===== src/rtl/layernorm_stats_seq_if.sv =====
// Streaming ports of the LayerNorm row-statistics block: element input and per-row result output.
// Handshake: a beat transfers on a rising edge where valid && ready; valid never waits on ready, and a raised valid holds its payload unchanged until that transfer.
interface layernorm_stats_seq_if #(
  parameter int WIDTH        = 8,
  parameter int RESULT_WIDTH = 18,
  parameter int ROW_W        = 2
);
  logic [WIDTH-1:0]        in_data;
  logic                    in_valid;
  logic                    in_ready;
  logic [RESULT_WIDTH-1:0] out_avg;
  logic [RESULT_WIDTH-1:0] out_stddev;
  logic [ROW_W-1:0]        out_row;
  logic                    out_last;
  logic                    out_valid;
  logic                    out_ready;

  modport master (
    output in_data, in_valid, out_ready,
    input  in_ready, out_avg, out_stddev, out_row, out_last, out_valid
  );

  modport slave (
    input  in_data, in_valid, out_ready,
    output in_ready, out_avg, out_stddev, out_row, out_last, out_valid
  );
endinterface


===== src/rtl/layernorm_stats_seq.sv =====
// Row-serial LayerNorm statistics: accumulates sum / sum of squares per row, then emits the
// fixed-point mean and the population stddev from a shared restoring bit-serial square root.
module layernorm_stats_seq #(
  parameter int M              = 4,
  parameter int N              = 4,
  parameter int WIDTH          = 8,
  parameter int FRACTION_WIDTH = 8,
  parameter int RESULT_WIDTH   = WIDTH + $clog2(N) + FRACTION_WIDTH,
  parameter int ROW_W          = (M > 1) ? $clog2(M) : 1
) (
  input  logic       clk,
  input  logic       rst,
  input  logic       start,
  output logic       busy,
  output logic       done,
  output logic [2:0] fsm_state,
  layernorm_stats_seq_if.slave bus
);
  localparam int LOGN  = $clog2(N);
  localparam int F     = FRACTION_WIDTH;
  localparam int Q     = WIDTH + F;
  localparam int RAD_W = 2 * Q;
  localparam int REM_W = Q + 1;
  localparam int SUM_W = WIDTH + LOGN;
  localparam int SQ_W  = 2 * WIDTH + LOGN;
  localparam int VAR_W = 2 * Q + 2 * LOGN;
  localparam int COL_W = LOGN;
  localparam int CNT_W = $clog2(Q + 1);

  if (N < 2 || (1 << LOGN) != N) begin : g_bad_n
    $error("layernorm_stats_seq: N must be a power of two >= 2");
  end
  if (M < 1) begin : g_bad_m
    $error("layernorm_stats_seq: M must be >= 1");
  end

  typedef enum logic [2:0] {IDLE, ACCUM, CALC, SQRT, OUT} state_t;

  state_t state, state_nx;

  logic [ROW_W-1:0]        row;
  logic [COL_W-1:0]        col;
  logic [SUM_W-1:0]        sum;
  logic [SQ_W-1:0]         sumsq;
  logic [RESULT_WIDTH-1:0] avg_q;
  logic [RAD_W-1:0]        rad;
  logic [REM_W-1:0]        rem;
  logic [Q-1:0]            root;
  logic [CNT_W-1:0]        cnt;

  logic                    take;
  logic                    last_row;
  logic                    start_ok;
  logic [2*WIDTH-1:0]      x_ext;
  logic [2*WIDTH-1:0]      sq;
  logic [VAR_W-1:0]        num;
  logic [RAD_W-1:0]        rad_load;
  logic [RESULT_WIDTH-1:0] avg_calc;
  logic [REM_W+1:0]        rem_sh;
  logic [REM_W+1:0]        trial;
  logic                    ge;

  assign take     = (state == ACCUM) && bus.in_valid;
  assign last_row = (row == ROW_W'(M - 1));
  // done is high only in the IDLE cycle right after a frame; a start there is dropped.
  assign start_ok = start && !done;

  assign x_ext = {{WIDTH{1'b0}}, bus.in_data};
  assign sq    = x_ext * x_ext;

  // N*sumsq >= sum*sum always, so the subtraction cannot wrap.
  assign num      = VAR_W'(N) * VAR_W'(sumsq) - VAR_W'(sum) * VAR_W'(sum);
  assign rad_load = RAD_W'((num << (2 * F)) >> (2 * LOGN));
  assign avg_calc = (RESULT_WIDTH'(sum) << F) >> LOGN;

  // One restoring step: bring down two radicand bits, try subtracting 4*root+1.
  assign rem_sh = {rem, rad[RAD_W-1 -: 2]};
  assign trial  = {1'b0, root, 2'b01};
  assign ge     = (rem_sh >= trial);

  always_ff @(posedge clk) begin
    if (rst) state <= IDLE;
    else     state <= state_nx;
  end

  always_comb begin
    state_nx = state;
    case (state)
      IDLE:    if (start_ok) state_nx = ACCUM;
      ACCUM:   if (take && col == COL_W'(N - 1)) state_nx = CALC;
      CALC:    state_nx = SQRT;
      SQRT:    if (cnt == CNT_W'(Q - 1)) state_nx = OUT;
      OUT:     if (bus.out_ready) state_nx = last_row ? IDLE : ACCUM;
      default: state_nx = IDLE;
    endcase
  end

  always_ff @(posedge clk) begin
    if (rst) begin
      row   <= '0;
      col   <= '0;
      sum   <= '0;
      sumsq <= '0;
      avg_q <= '0;
      rad   <= '0;
      rem   <= '0;
      root  <= '0;
      cnt   <= '0;
      done  <= 1'b0;
    end else begin
      done <= 1'b0;
      case (state)
        IDLE: begin
          if (start_ok) begin
            row   <= '0;
            col   <= '0;
            sum   <= '0;
            sumsq <= '0;
          end
        end
        ACCUM: begin
          if (take) begin
            sum   <= sum + SUM_W'(bus.in_data);
            sumsq <= sumsq + SQ_W'(sq);
            col   <= (col == COL_W'(N - 1)) ? '0 : col + COL_W'(1);
          end
        end
        CALC: begin
          avg_q <= avg_calc;
          rad   <= rad_load;
          rem   <= '0;
          root  <= '0;
          cnt   <= '0;
        end
        SQRT: begin
          rad  <= rad << 2;
          rem  <= ge ? REM_W'(rem_sh - trial) : REM_W'(rem_sh);
          root <= (root << 1) | Q'(ge);
          cnt  <= cnt + CNT_W'(1);
        end
        OUT: begin
          if (bus.out_ready) begin
            if (last_row) begin
              done <= 1'b1;
            end else begin
              row   <= row + ROW_W'(1);
              sum   <= '0;
              sumsq <= '0;
            end
          end
        end
        default: ;
      endcase
    end
  end

  assign busy           = (state != IDLE);
  assign fsm_state      = state;
  assign bus.in_ready   = (state == ACCUM);
  assign bus.out_valid  = (state == OUT);
  assign bus.out_last   = (state == OUT) && last_row;
  assign bus.out_avg    = avg_q;
  assign bus.out_stddev = RESULT_WIDTH'(root);
  assign bus.out_row    = row;
endmodule


===== src/flat_wrapper.sv =====
// flat-port wrapper written by rule: the top's interface ports become plain ports
module layernorm_stats_seq_flat 
#(
  parameter int M              = 4,
  parameter int N              = 4,
  parameter int WIDTH          = 8,
  parameter int FRACTION_WIDTH = 8,
  parameter int RESULT_WIDTH   = WIDTH + $clog2(N) + FRACTION_WIDTH,
  parameter int ROW_W          = (M > 1) ? $clog2(M) : 1
)
  (clk, rst, start, busy, done, fsm_state, bus_in_data, bus_in_valid, bus_out_ready, bus_in_ready, bus_out_avg, bus_out_stddev, bus_out_row, bus_out_last, bus_out_valid);
  layernorm_stats_seq_if #(.WIDTH(WIDTH), .RESULT_WIDTH(RESULT_WIDTH), .ROW_W(ROW_W)) bus_i ();
  input  logic clk;
  input  logic rst;
  input  logic start;
  output logic busy;
  output logic done;
  output logic [2:0] fsm_state;
  input wire logic [$bits(bus_i.in_data)-1:0] bus_in_data;
  input wire logic [$bits(bus_i.in_valid)-1:0] bus_in_valid;
  input wire logic [$bits(bus_i.out_ready)-1:0] bus_out_ready;
  output wire logic [$bits(bus_i.in_ready)-1:0] bus_in_ready;
  output wire logic [$bits(bus_i.out_avg)-1:0] bus_out_avg;
  output wire logic [$bits(bus_i.out_stddev)-1:0] bus_out_stddev;
  output wire logic [$bits(bus_i.out_row)-1:0] bus_out_row;
  output wire logic [$bits(bus_i.out_last)-1:0] bus_out_last;
  output wire logic [$bits(bus_i.out_valid)-1:0] bus_out_valid;
  assign bus_i.in_data = bus_in_data;
  assign bus_i.in_valid = bus_in_valid;
  assign bus_i.out_ready = bus_out_ready;
  assign bus_in_ready = bus_i.in_ready;
  assign bus_out_avg = bus_i.out_avg;
  assign bus_out_stddev = bus_i.out_stddev;
  assign bus_out_row = bus_i.out_row;
  assign bus_out_last = bus_i.out_last;
  assign bus_out_valid = bus_i.out_valid;
  layernorm_stats_seq #(.M(M), .N(N), .WIDTH(WIDTH), .FRACTION_WIDTH(FRACTION_WIDTH), .RESULT_WIDTH(RESULT_WIDTH), .ROW_W(ROW_W)) u_core (.clk(clk), .rst(rst), .start(start), .busy(busy), .done(done), .fsm_state(fsm_state), .bus(bus_i));
endmodule

===== config.mk =====
export PLATFORM = sky130hd
export DESIGN_NAME = layernorm_stats_seq_flat
export DESIGN_NICKNAME = d
export VERILOG_FILES = /design/src/rtl/layernorm_stats_seq_if.sv /design/src/rtl/layernorm_stats_seq.sv /design/src/flat_wrapper.sv
export SDC_FILE = /design/constraint.sdc
export NUM_CORES = 1
export LEC_CHECK = 0
export ABC_AREA = 1
export BUFFER_PORTS_ARGS = -buffer_cell sky130_fd_sc_hd__clkbuf_2
export CAP_MARGIN = 10
export CORE_MARGIN = 8
export CORE_UTILIZATION = 55
export CTS_BUF_LIST = sky130_fd_sc_hd__clkbuf_4
export DETAILED_ROUTE_END_ITERATION = 10
export PLACE_DENSITY = 0.77
export SLEW_MARGIN = 20
export SYNTH_ARGS = -nofsm -noshare
export SYNTH_HDL_FRONTEND = slang
export SYNTH_SLANG_ARGS = --single-unit

===== constraint.sdc =====
create_clock -name clk -period 12.9 [get_ports clk]
set_input_delay 1.29 -clock clk [delete_from_list [all_inputs] [get_ports clk]]
set_output_delay 1.29 -clock clk [all_outputs]
set_load 0.01 [all_outputs]

# Word level (Yosys, flattened, before mapping)
# Cells that the tools add are included.
# word_totals
register_bits	116
wordCells	82
out_inout_bits	46
# classes
n_addsub	7
bitwise	3
eq_ne	13
n_mux	29
mul	2
reduce_logical	16
magnitude_cmp	1
# ops
operator	count
$mux W18	4
$pmux W32 S2	1
$pmux W18 S3	1
$mux W10	4
$pmux W17 S2	1
$pmux W16 S2	1
$pmux W10 S3	1
$mul A10 B10 Y20	1
$sub A20 B20 Y20	1
$ge A19 B18 Y1	1
$add A18 B16 Y18	1
$mux W17	1
$sub A17 B17 Y17	1
$mul A8 B8 Y16	1
$or A16 B1 Y16	1
$pmux W3 S5	1
$mux W3	4
$add A10 B8 Y10	1
$mux W2	5
$pmux W5 S2	1
$ne A2 B1 Y1 const B	4
$pmux W2 S2	2
$reduce_and A4 Y1	2
$eq A3 B2 Y1 const B	2
other kinds (17)	28

# Logic depth before layout (Yosys ltp)
# Gate-level depths: netlist of run 1.
# depth
depth_word	5
mapped_depth	23

# Worst setup path after synthesis of run 1
# Ideal clock, no wire load.
# synth_timing
path_kind	input to register
from	input bus_in_data[6]
to	register u_core.sumsq[12]
setup_slack_ps	7835
t_required_ps	12768
setup_time_ps	132
path_stages	17
arrival_ps	4933
cell_sequence	clkbuf_1 nand2_1 inv_1 fa_1 fa_1 fa_1 inv_1 fa_1 inv_1 ha_1 a21oi_1 nor2_1 nor2_1 o21ai_0 or2_2 nand2_1 a21oi_1
# synth_via
elab_chain_cells	4
# synth_lines
element	line_no	source
start, declared	flat_wrapper.sv:19	input wire logic [$bits(bus_i.in_data)-1:0] bus_in_data;
$mul A8 B8 Y16	layernorm_stats_seq.sv:69	assign sq = x_ext * x_ext;
$add A18 B16 Y18	layernorm_stats_seq.sv:124	sumsq <= sumsq + SQ_W'(sq);
$mux W18	layernorm_stats_seq.sv:122	if (take) begin
$pmux W18 S3	layernorm_stats_seq.sv:112	case (state)
end signal, assigned	layernorm_stats_seq.sv:124	
end, declared	layernorm_stats_seq.sv:44	logic [SQ_W-1:0] sumsq;
# No other way between the ends. The select of a mux whose other input is x is not followed.
# A chain may end at the register's enable or synchronous reset.

# Worst setup path after layout of run 1
# layout_timing
from	register u_core.sum[2]
to	register u_core.rad[29]
# layout_via
elab_chain_cells	3
# layout_lines
element	line_no	source
start, declared	layernorm_stats_seq.sv:43	logic [SUM_W-1:0] sum;
start signal, assigned	layernorm_stats_seq.sv:123	sum <= sum + SUM_W'(bus.in_data);
$mul A10 B10 Y20	layernorm_stats_seq.sv:72	assign num = VAR_W'(N) * VAR_W'(sumsq) - VAR_W'(sum) * VAR_W'(sum);
$sub A20 B20 Y20	layernorm_stats_seq.sv:72	
$pmux W32 S2	layernorm_stats_seq.sv:112	
end signal, assigned	layernorm_stats_seq.sv:130	rad <= rad_load;
end signal, assigned	layernorm_stats_seq.sv:136	rad <= rad << 2;
end, declared	layernorm_stats_seq.sv:46	logic [RAD_W-1:0] rad;
# No other way between the ends. The select of a mux whose other input is x is not followed.

==> results of run 1 <==
-- stage by stage --
step / hold WS, ps / util
3_3_place_gp: 454 / 0.574
5_1_grt: 504 / 0.581
6_report: 484 / 0.581
2_1_floorplan: 443 / -
4_1_cts: 481 / 0.581
3_5_place_dp: 459 / 0.574
-- how the worst max path moves through the flow --
stage	start	endpoint	slack, ps	depth (start not counted)
after floorplan	bus_in_data[6]	u_core.sumsq[12]$_SDFFE_PP0P_	7840	17
final	u_core.sum[2]$_SDFFE_PP0P_	u_core.rad[29]$_SDFFE_PP0P_	7580	19
after global routing	u_core.sum[2]$_SDFFE_PP0P_	u_core.rad[29]$_SDFFE_PP0P_	7200	20
after detailed placement	bus_in_data[1]	u_core.sumsq[12]$_SDFFE_PP0P_	7530	17
after global placement	bus_in_data[5]	u_core.sumsq[12]$_SDFFE_PP0P_	7670	17
after CTS	u_core.sum[2]$_SDFFE_PP0P_	u_core.rad[29]$_SDFFE_PP0P_	7630	19
-- logic make-up after synthesis --
kind of cell,synth area share
buffers and inverters,0.147
AO/OA/AOI/OAI,0.0975
flip-flops,0.177
other,0.000321
AND/OR/NAND/NOR,0.244
adder cells (fa/ha/maj),0.313
multiplexers,0.000965
XOR/XNOR,0.0210
-- per-layer routing --
| metal | vias up | GRT usage |
|---|---|---|
| met3 | 59 | 0.0311 |
| met2 | 244 | 0.379 |
| li1 | 5200 | - |
| met1 | 4894 | 0.278 |
| met4 | 0 | 0.0770 |
| met5 | - | 0 |
-- registers in the layout, summed over array words and instances, names as in the netlist, 3 cells and up --
name / cells
u_core.rad: 19
u_core.bus.out_avg: 10
u_core.sum: 10
u_core.sumsq: 18
u_core.cnt: 5
u_core.root: 16
u_core.fsm_state: 3
u_core.rem: 17
-- worst register-to-register path: stages (launching register included) --
cell                      delay [ps]
sky130_fd_sc_hd__dfxtp_1         790
sky130_fd_sc_hd__nand2_1         260
sky130_fd_sc_hd__fa_1            510
sky130_fd_sc_hd__fa_1            510
sky130_fd_sc_hd__inv_1            50
sky130_fd_sc_hd__fa_1            520
sky130_fd_sc_hd__inv_1            50
sky130_fd_sc_hd__fa_1            540
sky130_fd_sc_hd__inv_1            60
sky130_fd_sc_hd__fa_1            530
sky130_fd_sc_hd__inv_1            40
sky130_fd_sc_hd__ha_1            330
sky130_fd_sc_hd__inv_1            80
sky130_fd_sc_hd__o21ai_0         130
sky130_fd_sc_hd__nor2_1          210
sky130_fd_sc_hd__nor2_1           70
sky130_fd_sc_hd__nor3_1          210
sky130_fd_sc_hd__nand3_1         120
sky130_fd_sc_hd__nand3_1         100
sky130_fd_sc_hd__a21oi_1          60
-- synth_stat cells (4+ instances only) --
library cell / instances / share of area
sky130_fd_sc_hd__nand2_1: 439 / 0.14
sky130_fd_sc_hd__inv_1: 369 / 0.12
sky130_fd_sc_hd__a21oi_1: 139 / 0.060
sky130_fd_sc_hd__ha_1: 122 / 0.13
sky130_fd_sc_hd__fa_1: 106 / 0.18
sky130_fd_sc_hd__dfxtp_1: 103 / 0.18
sky130_fd_sc_hd__nand3_1: 91 / 0.039
sky130_fd_sc_hd__nor2_1: 74 / 0.024
sky130_fd_sc_hd__clkbuf_1: 33 / 0.011
sky130_fd_sc_hd__o21ai_0: 26 / 0.011
sky130_fd_sc_hd__nand4_1: 24 / 0.013
sky130_fd_sc_hd__xnor2_1: 14 / 0.011
sky130_fd_sc_hd__xor2_1: 14 / 0.011
sky130_fd_sc_hd__nor3_1: 13 / 0.0056
sky130_fd_sc_hd__buf_2: 12 / 0.0051
sky130_fd_sc_hd__buf_4: 12 / 0.0077
sky130_fd_sc_hd__a31oi_1: 9 / 0.0048
sky130_fd_sc_hd__inv_2: 9 / 0.0029
sky130_fd_sc_hd__or2_2: 9 / 0.0048
sky130_fd_sc_hd__o21ai_1: 8 / 0.0034
sky130_fd_sc_hd__nor2_2: 7 / 0.0038
sky130_fd_sc_hd__o22ai_1: 7 / 0.0038
sky130_fd_sc_hd__o21bai_1: 6 / 0.0039
sky130_fd_sc_hd__a21o_1: 4 / 0.0026
sky130_fd_sc_hd__nand2_2: 4 / 0.0021
sky130_fd_sc_hd__nand3b_1: 4 / 0.0026
-- power groups by stage --
stage | Clock [uW] | Combinational, uW | Sequential, uW
3_5_place_dp | 0 | 1470 | 407
3_3_place_gp | 0 | 1430 | 406
2_1_floorplan | 0 | 1190 | 392
4_1_cts | 184 | 1480 | 400
5_1_grt | 194 | 1710 | 406
6_report | 181 | 1490 | 400
-- area by class of cell --
type,count,area (um^2),area share
tap,275,344,0.0283
clock buffer,10,75.1,0.00617
antenna,2,5.00,0.000411
clock inverter,6,60.1,0.00493
timing repair buffer,51,263,0.0216
sequential,103,2060,0.169
multi-input combinational,1152,7940,0.652
inverter,380,1430,0.117
==> results_tabular.tex, run 1 <==
\begin{tabular}{lr}
\hline
Metric & Value \\
\hline
\multicolumn{2}{l}{\textbf{Run status}} \\
Outcome & finished, final reports clean \\
\multicolumn{2}{l}{\textbf{Detailed routing}} \\
Met1 WL & approximately 12000 um \\
DR top layer & met4 \\
Drt drc & 0 \\
Post-detailed-route via-to-cell ratio & $\sim$5.3 \\
Routed wire length on met3 & between 1000 and 1500 um \\
Drt total wl & about 27000 um \\
Iteration-0 DRC count of the detailed router & 641 \\
Vias & slightly above 10k \\
Routed len/inst & around 14 um \\
Met2 layer wire length in the routed design & 13100 um \\
Pre-antenna DRT Iters & 5 \\
Antenna Violating Nets Remaining & 0 \\
\multicolumn{2}{l}{\textbf{Worst setup path}} \\
Reg-to-Reg Start & u\_core.sum[2]\$\_SDFFE\_PP0P\_ \\
Worst Setup End Kind & flop \\
Largest stage delay on the critical path & $\sim$790 ps \\
Number of cells on the worst reg-to-reg path & 19 \\
Bufs and invs on worst path & 5 \\
Worst r2r dst & u\_core.rad[29]\$\_SDFFE\_PP0P\_ \\
Startpoint Class & flop \\
Critical path peak fanout & 14 \\
Kind of cell adding the most delay to the critical path & adder cells \\
Cell with the biggest individual delay on the critical path & sky130\_fd\_sc\_hd\_\_dfxtp\_1 \\
Critical path data arrival time & 5700 ps \\
Crit-path cells & nand2\_1 -> fa\_1 -> fa\_1 -> inv\_1 -> fa\_1 -> inv\_1 -> fa\_1 -> inv\_1 -> fa\_1 -> inv\_1 -> ha\_1 -> inv\_1 -> o21ai\_0 -> nor2\_1 -> nor2\_1 -> nor3\_1 -> nand3\_1 -> nand3\_1 -> a21oi\_1 \\
Setup slack of the worst register-to-register path & roughly 7600 ps \\
Endpoint required time on the critical path & roughly 13000 ps \\
Critical path start-end classification & reg2reg \\
\multicolumn{2}{l}{\textbf{Clocking}} \\
Clk sink count & slightly above 100 \\
Clock-pin slew of the registers on the worst-case setup and hold paths & $\sim$200 ps \\
Clock buffer count from CTS & 9 \\
Cell at the root of the clock tree & sky130\_fd\_sc\_hd\_\_clkbuf\_4 \\
Htree depth & 3 \\
Post CTS Setup Buffer Count & 0 \\
Hold-fix buffers at CTS & 0 \\
Worst-Skew Late Latency & around 530 ps \\
Maximum number of buffers from clock root to sink & 2 \\
Post-cts gate resize count & 0 \\
Clock tree from TritonCTS & yes \\
\multicolumn{2}{l}{\textbf{Floorplanning}} \\
Overall die area & around 26000 um\^{}2 \\
Overall die width & around 160 um \\
Chip Height & $\sim$160 um \\
I/O pin total & between 50 and 60 \\
Row count & 53 \\
CORE AREA & $\sim$21000 um\^{}2 \\
Starting density of the core & 0.557 \\
\multicolumn{2}{l}{\textbf{Power and ir drop}} \\
Leak Pwr & 0.00658 uW \\
Comb pwr share & 0.719 \\
Power share of the sequential group & 0.193 \\
Net Sw Frac & 0.555 \\
Net switching component of the power & $\sim$1200 uW \\
Proportion of power drawn by the clock network & 0.087 \\
Power density over the cells & about 170 nW/um\^{}2 \\
Total design power & a little over 2000 uW \\
Worst vdd rail ir drop & roughly 0.15 mV \\
Internal Dissipation & 921 uW \\
\multicolumn{2}{l}{\textbf{Timing}} \\
Final setup vio count & 0 \\
Total count of max-transition violations in the final report & 0 \\
Final Hold Violating Endpoints & 0 \\
Final worst setup slack & 7580 ps \\
Setup total negative slack & 0 ps \\
Slew HR & 0.330 \\
Transition at the pin with the smallest max-transition slack & 1000 ps \\
Skew final & about 23 ps \\
Crit share post-route & 0.413 \\
RSZ-0062 raised after global routing & false \\
Time the worst path needs with I/O delays and setup & between 5000 and 6000 ps \\
Fmax & around 190 MHz \\
\multicolumn{2}{l}{\textbf{Final layout}} \\
Filler Cells Inserted & between 2k and 2.5k \\
Syn-to-layout area delta & 4.28\% \\
Leading cell types in the layout, fill and taps excluded & 439 x sky130\_fd\_sc\_hd\_\_nand2\_1, 369 x sky130\_fd\_sc\_hd\_\_inv\_1, 139 x sky130\_fd\_sc\_hd\_\_a21oi\_1 \\
Proportion of layout cells with a drive suffix above 1 & 0.0623 \\
Layout Cell Area excl Fill & approximately 12000 um\^{}2 \\
Layout Cells excl Fill & 1979 \\
Most frequent standard cell in the layout excluding fill and tap cells & sky130\_fd\_sc\_hd\_\_nand2\_1 \\
Count of nets after finishing & a little under 2k \\
\multicolumn{2}{l}{\textbf{Place}} \\
Routability congestion estimate & 0.892 \\
Worst slack after detailed placement & between 7000 and 8000 ps \\
IO buf count & 48 \\
Placed instance area & 12000 um\^{}2 \\
Cells after DPL & a little under 2k \\
Sum of net half-perimeters after detailed placement & between 20000 and 25000 um \\
\multicolumn{2}{l}{\textbf{Global route}} \\
Via count of the first global-routing pass & about 10k \\
Global-route wire length before repair & 48000 um \\
Pin count of the biggest net entering global routing & a little over 90 \\
Gr ovfl total & 0 \\
Antenna violations before repair & 2 \\
Global Route Usage Sum & 0.220 \\
\multicolumn{2}{l}{\textbf{Flow run}} \\
MaxCap Viol Count & 0 \\
\multicolumn{2}{l}{\textbf{Min path}} \\
Capture endpoint of the worst hold path & u\_core.rem[15]\$\_SDFFE\_PP0P\_ \\
WHS Path Cells & 2 \\
Min-Delay Startpoint & u\_core.rem[15]\$\_SDFFE\_PP0P\_ \\
Path class of the lowest-slack min-delay path & reg2reg \\
\multicolumn{2}{l}{\textbf{Synthesis}} \\
Cell count after synthesis & around 1.7k \\
Post-synth EDFFs & 0 \\
Share of async-settable or async-resettable flops after synthesis & 0 \\
Cell area after synthesis & between 10000 and 15000 um\^{}2 \\
Synth warn & 0 \\
Total of flip-flops plus latches after synthesis & around 100 \\
Count of unique library cells instantiated by Yosys & 46 \\
Seq/Total Area, Yosys & 0.177 \\
Post-Synthesis Mean Instance Area & between 6 and 7 um\^{}2 \\
Most instantiated flip-flop cell in the synthesis netlist & sky130\_fd\_sc\_hd\_\_dfxtp\_1 \\
\hline
\end{tabular}
Power figures use the tool's default switching activity.
==> run 2: changes to the inputs <==
PLACE_DENSITY = 0.8   (was 0.77)
clock period = 4.4 ns   (was 12.9 ns; I/O delays follow)
==> results_tabular.tex, run 2 (same netlist as run 1, synthesis figures left out) <==
\begin{tabular}{lr}
\hline
Metric & Value \\
\hline
\multicolumn{2}{l}{\textbf{Run status}} \\
Outcome & complete, but fails checks \\
Violations in the final reports & negative setup slack \\
\multicolumn{2}{l}{\textbf{Floorplanning}} \\
Chip Height & approximately 160 um \\
Overall die width & between 150 and 200 um \\
Starting density of the core & 0.557 \\
Row count & 53 \\
CORE AREA & approximately 21000 um\^{}2 \\
Overall die area & between 20000 and 30000 um\^{}2 \\
I/O pin total & between 50 and 60 \\
\multicolumn{2}{l}{\textbf{Clocking}} \\
Hold-fix buffers at CTS & 0 \\
Cell at the root of the clock tree & sky130\_fd\_sc\_hd\_\_clkbuf\_4 \\
Maximum number of buffers from clock root to sink & 2 \\
Clock tree from TritonCTS & yes \\
Clock-pin slew of the registers on the worst-case setup and hold paths & roughly 190 ps \\
Htree depth & 3 \\
Worst-Skew Late Latency & 510 ps \\
Clock buffer count from CTS & 9 \\
Clk sink count & a little over 100 \\
\multicolumn{2}{l}{\textbf{Detailed routing}} \\
Drt total wl & $\sim$29000 um \\
Pre-antenna DRT Iters & 7 \\
Routed wire length on met3 & around 1900 um \\
Post-detailed-route via-to-cell ratio & 5.24 \\
Drt drc & 0 \\
DR top layer & met4 \\
Met1 WL & between 10000 and 15000 um \\
Routed len/inst & 14.2 um \\
Vias & around 11k \\
Met2 layer wire length in the routed design & between 10000 and 15000 um \\
Antenna Violating Nets Remaining & 0 \\
Iteration-0 DRC count of the detailed router & $\sim$750 \\
\multicolumn{2}{l}{\textbf{Power and ir drop}} \\
Power density over the cells & 520 nW/um\^{}2 \\
Leak Pwr & just over 0.007 uW \\
Worst vdd rail ir drop & 0.559 mV \\
\multicolumn{2}{l}{\textbf{Worst setup path}} \\
Endpoint required time on the critical path & $\sim$4800 ps \\
Worst Setup End Kind & flop \\
Critical path peak fanout & 6 \\
Setup slack of the worst register-to-register path & -160 ps \\
Startpoint Class & flop \\
Critical path start-end classification & reg2reg \\
Critical path data arrival time & 4930 ps \\
\multicolumn{2}{l}{\textbf{Final layout}} \\
Most frequent standard cell in the layout excluding fill and tap cells & sky130\_fd\_sc\_hd\_\_nand2\_1 \\
Count of nets after finishing & between 2k and 2.5k \\
Number of antenna diodes & 0 \\
Layout Cells excl Fill & around 2.1k \\
Syn-to-layout area delta & 15.3\% \\
Leading cell types in the layout, fill and taps excluded & 408 x sky130\_fd\_sc\_hd\_\_nand2\_1, 346 x sky130\_fd\_sc\_hd\_\_inv\_1, 131 x sky130\_fd\_sc\_hd\_\_a21oi\_1 \\
Layout Cell Area excl Fill & around 13000 um\^{}2 \\
Proportion of layout cells with a drive suffix above 1 & 0.180 \\
Flip-flop count of the largest register, all copies and words added & 19 \\
Largest registers & u\_core.rad x19, u\_core.sumsq x18, u\_core.rem x17 \\
Largest reg by FF count & u\_core.rad \\
\multicolumn{2}{l}{\textbf{Place}} \\
Cells after DPL & 2040 \\
IO buf count & 48 \\
Worst slack after detailed placement & -304 ps \\
Routability congestion estimate & roughly 0.93 \\
Placed instance area & roughly 13000 um\^{}2 \\
Sum of net half-perimeters after detailed placement & $\sim$23000 um \\
\multicolumn{2}{l}{\textbf{Timing}} \\
Crit share post-route & 1.04 \\
Time the worst path needs with I/O delays and setup & between 4000 and 5000 ps \\
Fmax & around 220 MHz \\
Final Hold Violating Endpoints & 0 \\
Skew final & $\sim$33 ps \\
Slew HR & 0.429 \\
Final setup vio count & 10 \\
RSZ-0062 raised after global routing & true \\
Transition at the pin with the smallest max-transition slack & 856 ps \\
Worst hold-check slack & between 100 and 150 ps \\
Final worst setup slack & -157 ps \\
Total count of max-transition violations in the final report & 0 \\
\multicolumn{2}{l}{\textbf{Global route}} \\
Global-route wire length before repair & 48900 um \\
Pin count of the biggest net entering global routing & 65 \\
Global Route Usage Sum & 0.224 \\
Via count of the first global-routing pass & around 10k \\
Antenna violations before repair & 0 \\
Gr ovfl total & 0 \\
\multicolumn{2}{l}{\textbf{Min path}} \\
Path class of the lowest-slack min-delay path & in2reg \\
\multicolumn{2}{l}{\textbf{Flow run}} \\
MaxCap Viol Count & 0 \\
\hline
\end{tabular}
==> run 2: cell types whose count changed in the layout (fill, tap and decap cells not counted), moves of 9 or more <==
| cell | previous run | this run |
|---|---|---|
| sky130_fd_sc_hd__inv_1 | 369 | 346 |
| sky130_fd_sc_hd__nand3_1 | 91 | 82 |
| sky130_fd_sc_hd__inv_2 | 9 | 31 |
| sky130_fd_sc_hd__ha_4 | 0 | 11 |
| sky130_fd_sc_hd__dfxtp_4 | 0 | 9 |
| sky130_fd_sc_hd__nand2_4 | 0 | 9 |
| sky130_fd_sc_hd__dfxtp_1 | 103 | 92 |
| sky130_fd_sc_hd__ha_1 | 122 | 110 |
| sky130_fd_sc_hd__nand2_2 | 4 | 26 |
| sky130_fd_sc_hd__nand2_1 | 439 | 408 |
| sky130_fd_sc_hd__buf_4 | 3 | 90 |
==> run 2: what timing repair did <==
| item | 4_1_cts | 5_1_grt |
|---|---|---|
| cloned | 0 | 0 |
| pin swaps | 29 | 60 |
| setup endpoints to repair | 13 | 15 |
| resized for setup | 53 | 79 |
| setup buffers | 12 | 6 |
==> run 2: report_power, final <==
part | leakage (uW) | switching [uW] | internal (uW) | total [uW]
clock network | 0.0000729 | 381 | 129 | 510
logic | 0.00626 | 3270 | 2070 | 5340
registers | 0.000842 | 104 | 1050 | 1150
total | 0.00717 | 3760 | 3250 | 7000
==> run 2: final cells by class <==
class / instances / area (um^2)
fillers: 1821 / 7490
well taps: 275 / 344
inverters: 380 / 1430
clock buffers: 9 / 67.6
clock inverters: 7 / 65.1
flip-flops and latches: 103 / 2100
multi-input cells: 1152 / 8410
repair buffers: 148 / 1050
==> run 2: worst paths after layout <==
path	start	to	cells past startpoint
worst min-delay path	bus_out_ready	u_core.done$_SDFF_PP0_	3
worst max register to register	u_core.sum[1]$_SDFFE_PP0P_	u_core.rad[28]$_SDFFE_PP0P_	19
worst min register to register	u_core.rem[15]$_SDFFE_PP0P_	u_core.rem[15]$_SDFFE_PP0P_	2
worst max-delay path	u_core.sum[1]$_SDFFE_PP0P_	u_core.rad[28]$_SDFFE_PP0P_	19
==> run 2: layer usage <==
layer,up-vias,track usage
li1,5379,-
met1,5124,0.294
met2,323,0.381
met3,50,0.0316
met4,0,0.0572
met5,-,0
==> run 2: worst max-delay path, cell delays in order, from the launching register on <==
cell and delay (ps):
sky130_fd_sc_hd__dfxtp_4 420, sky130_fd_sc_hd__nand2_2 60, sky130_fd_sc_hd__inv_2 40, sky130_fd_sc_hd__fa_2 560, sky130_fd_sc_hd__inv_2 50, sky130_fd_sc_hd__fa_1 570
sky130_fd_sc_hd__fa_2 470, sky130_fd_sc_hd__fa_1 570, sky130_fd_sc_hd__inv_2 40, sky130_fd_sc_hd__fa_1 510, sky130_fd_sc_hd__inv_2 40, sky130_fd_sc_hd__ha_4 320
sky130_fd_sc_hd__nand2_2 80, sky130_fd_sc_hd__buf_6 130, sky130_fd_sc_hd__nor3_2 180, sky130_fd_sc_hd__nand2_1 100, sky130_fd_sc_hd__nand2_1 70, sky130_fd_sc_hd__nand2_1 70
sky130_fd_sc_hd__nand3_2 90, sky130_fd_sc_hd__a21oi_2 50
==> run 2: through the flow <==
| step | TNS, ps | utilization | power (uW) |
|---|---|---|---|
| 3_3_place_gp | -1920 | 0.608 | 5800 |
| 5_1_grt | -2720 | 0.643 | 7650 |
| 6_report | -912 | 0.643 | 7000 |
| 4_1_cts | -348 | 0.628 | 6640 |
| 3_5_place_dp | -3010 | 0.608 | 5910 |
| 2_1_floorplan | -13.0 | - | 4710 |
==> run 3: changes to the inputs <==
ABC_CLOCK_PERIOD_IN_PS = 4400   (was default)
CORE_UTILIZATION = 59   (was 55)
PLACE_DENSITY = 0.82   (was 0.8)
==> results_tabular.tex, run 3 (same netlist as run 1, synthesis figures left out) <==
\begin{tabular}{lr}
\hline
Metric & Value \\
\hline
\multicolumn{2}{l}{\textbf{Final layout}} \\
Layout Cell Area excl Fill & 13200 um\^{}2 \\
Count of nets after finishing & about 2.0k \\
Proportion of layout cells with a drive suffix above 1 & 0.162 \\
Area of the multi-input gates & 8350 um\^{}2 \\
Most frequent standard cell in the layout excluding fill and tap cells & sky130\_fd\_sc\_hd\_\_nand2\_1 \\
Number of antenna diodes & 0 \\
Flip-flop count of the largest register, all copies and words added & 19 \\
Largest reg by FF count & u\_core.rad \\
Total area of sequential cells & approximately 2100 um\^{}2 \\
Leading cell types in the layout, fill and taps excluded & 409 x sky130\_fd\_sc\_hd\_\_nand2\_1, 351 x sky130\_fd\_sc\_hd\_\_inv\_1, 131 x sky130\_fd\_sc\_hd\_\_a21oi\_1 \\
Filler Cells Inserted & $\sim$1.6k \\
Syn-to-layout area delta & 13.2\% \\
Layout Cells excl Fill & roughly 2k \\
Largest registers & u\_core.rad x19, u\_core.sumsq x18, u\_core.rem x17 \\
\multicolumn{2}{l}{\textbf{Global route}} \\
Gr ovfl total & 0 \\
Global-route wire length before repair & a little under 50000 um \\
Antenna violations before repair & 0 \\
Via count of the first global-routing pass & 10.6k \\
Pin count of the biggest net entering global routing & 63 \\
Global Route Usage Sum & 0.240 \\
\multicolumn{2}{l}{\textbf{Floorplanning}} \\
I/O pin total & just under 60 \\
Chip Height & 157 um \\
Row count & 51 \\
Starting density of the core & 0.600 \\
CORE AREA & around 19000 um\^{}2 \\
Overall die width & about 160 um \\
Overall die area & around 25000 um\^{}2 \\
\multicolumn{2}{l}{\textbf{Detailed routing}} \\
DR top layer & met4 \\
Iteration-0 DRC count of the detailed router & about 900 \\
Vias & approximately 11k \\
Met2 layer wire length in the routed design & 13800 um \\
Post-detailed-route via-to-cell ratio & between 5 and 6 \\
Routed len/inst & 14.1 um \\
Pre-antenna DRT Iters & 7 \\
Antenna Violating Nets Remaining & 0 \\
Routed wire length on met3 & 2160 um \\
Drt drc & 0 \\
Drt total wl & about 29000 um \\
Met1 WL & approximately 12000 um \\
\multicolumn{2}{l}{\textbf{Clocking}} \\
Clk sink count & 103 \\
Worst-Skew Late Latency & around 530 ps \\
Htree depth & 3 \\
Clock buffer count from CTS & 9 \\
Clock-pin slew of the registers on the worst-case setup and hold paths & $\sim$190 ps \\
Clock tree from TritonCTS & yes \\
Cell at the root of the clock tree & sky130\_fd\_sc\_hd\_\_clkbuf\_4 \\
Maximum number of buffers from clock root to sink & 2 \\
\multicolumn{2}{l}{\textbf{Timing}} \\
Fmax & about 220 MHz \\
Time the worst path needs with I/O delays and setup & about 4600 ps \\
Skew final & roughly 25 ps \\
Total count of max-transition violations in the final report & 0 \\
Final Hold Violating Endpoints & 0 \\
Final worst setup slack & -196 ps \\
Transition at the pin with the smallest max-transition slack & 834 ps \\
Crit share post-route & 1.04 \\
RSZ-0062 raised after global routing & true \\
Slew HR & 0.443 \\
Final setup vio count & 9 \\
\multicolumn{2}{l}{\textbf{Flow run}} \\
MaxCap Viol Count & 0 \\
\multicolumn{2}{l}{\textbf{Power and ir drop}} \\
Leak Pwr & between 0.007 and 0.008 uW \\
Total design power & approximately 7000 uW \\
Power density over the cells & roughly 520 nW/um\^{}2 \\
Worst vdd rail ir drop & around 0.4 mV \\
\multicolumn{2}{l}{\textbf{Place}} \\
Sum of net half-perimeters after detailed placement & 22400 um \\
Cells after DPL & a little over 2k \\
Routability congestion estimate & 0.944 \\
IO buf count & 48 \\
Placed instance area & between 10000 and 15000 um\^{}2 \\
\multicolumn{2}{l}{\textbf{Worst setup path}} \\
Critical path peak fanout & 5 \\
Critical path start-end classification & reg2reg \\
Worst Setup End Kind & flop \\
Critical path data arrival time & roughly 5000 ps \\
Number of cells on the worst reg-to-reg path & 21 \\
Startpoint Class & flop \\
Endpoint required time on the critical path & $\sim$4800 ps \\
\multicolumn{2}{l}{\textbf{Min path}} \\
Path class of the lowest-slack min-delay path & in2reg \\
WHS Path Cells & 3 \\
\multicolumn{2}{l}{\textbf{Run status}} \\
Violations in the final reports & negative setup slack \\
Outcome & complete, but fails checks \\
\hline
\end{tabular}
run 3: metal layers:
layer,track usage,up-vias
met5,0,-
met4,0.0650,0
met3,0.0513,41
met2,0.401,373
met1,0.307,5166
li1,-,5352
run 3: final cells by class:
cell class / instances / area share
Multi-Input combinational cell: 1152 / 0.632
Inverter: 380 / 0.108
Timing Repair Buffer: 127 / 0.0649
Clock buffer: 9 / 0.00511
Clock inverter: 7 / 0.00672
Sequential cell: 103 / 0.159
Tap cell: 265 / 0.0251
run 3: through the flow:
step	setup TNS (ps)	setup WS, ps	utilization	hold WS [ps]
after floorplan	-13.0	-13.0	-	443
after global placement	-1880	-201	0.650	451
after detailed placement	-3370	-341	0.650	460
after CTS	-720	-131	0.665	94.7
after global routing	-3260	-403	0.679	64.9
final	-1020	-196	0.679	110
run 3: power by group:
| group | leakage [uW] | total [uW] | internal (uW) | switching (uW) |
|---|---|---|---|---|
| sequential | 0.000842 | 1160 | 1050 | 105 |
| clock | 0.0000870 | 561 | 186 | 375 |
| combinational | 0.00612 | 5140 | 1930 | 3210 |
run 3: worst paths after layout:
kind	from	end	slack, ps
max	u_core.sum[4]$_SDFFE_PP0P_	u_core.rad[29]$_SDFFE_PP0P_	-200
min	bus_out_ready	u_core.done$_SDFF_PP0_	110
max reg2reg	u_core.sum[4]$_SDFFE_PP0P_	u_core.rad[29]$_SDFFE_PP0P_	-200
min reg2reg	u_core.sumsq[7]$_SDFFE_PP0P_	u_core.sumsq[7]$_SDFFE_PP0P_	480
run 3: timing repair:
item	CTS	global route
setup buffers	4	3
cloned	0	0
endpoints found under the hold margin	0	0
pin swaps	12	41
setup endpoints to repair	13	15
gates resized for setup	38	77
hold buffers	0	0
run 3: worst max-delay path, stage by stage (launching register included):
cell	delay, ps
sky130_fd_sc_hd__dfxtp_4	410
sky130_fd_sc_hd__buf_12	130
sky130_fd_sc_hd__nand2_8	50
sky130_fd_sc_hd__fa_1	520
sky130_fd_sc_hd__fa_1	570
sky130_fd_sc_hd__inv_2	50
sky130_fd_sc_hd__fa_1	570
sky130_fd_sc_hd__inv_2	40
sky130_fd_sc_hd__fa_1	480
sky130_fd_sc_hd__inv_2	40
sky130_fd_sc_hd__fa_1	510
sky130_fd_sc_hd__inv_2	50
sky130_fd_sc_hd__ha_4	310
sky130_fd_sc_hd__nand2_4	80
sky130_fd_sc_hd__a21oi_2	140
sky130_fd_sc_hd__nor2_2	70
sky130_fd_sc_hd__nor2_1	130
sky130_fd_sc_hd__nor3_2	60
sky130_fd_sc_hd__nand2_1	80
sky130_fd_sc_hd__nand2_1	50
sky130_fd_sc_hd__nand3_1	80
sky130_fd_sc_hd__a21oi_1	60
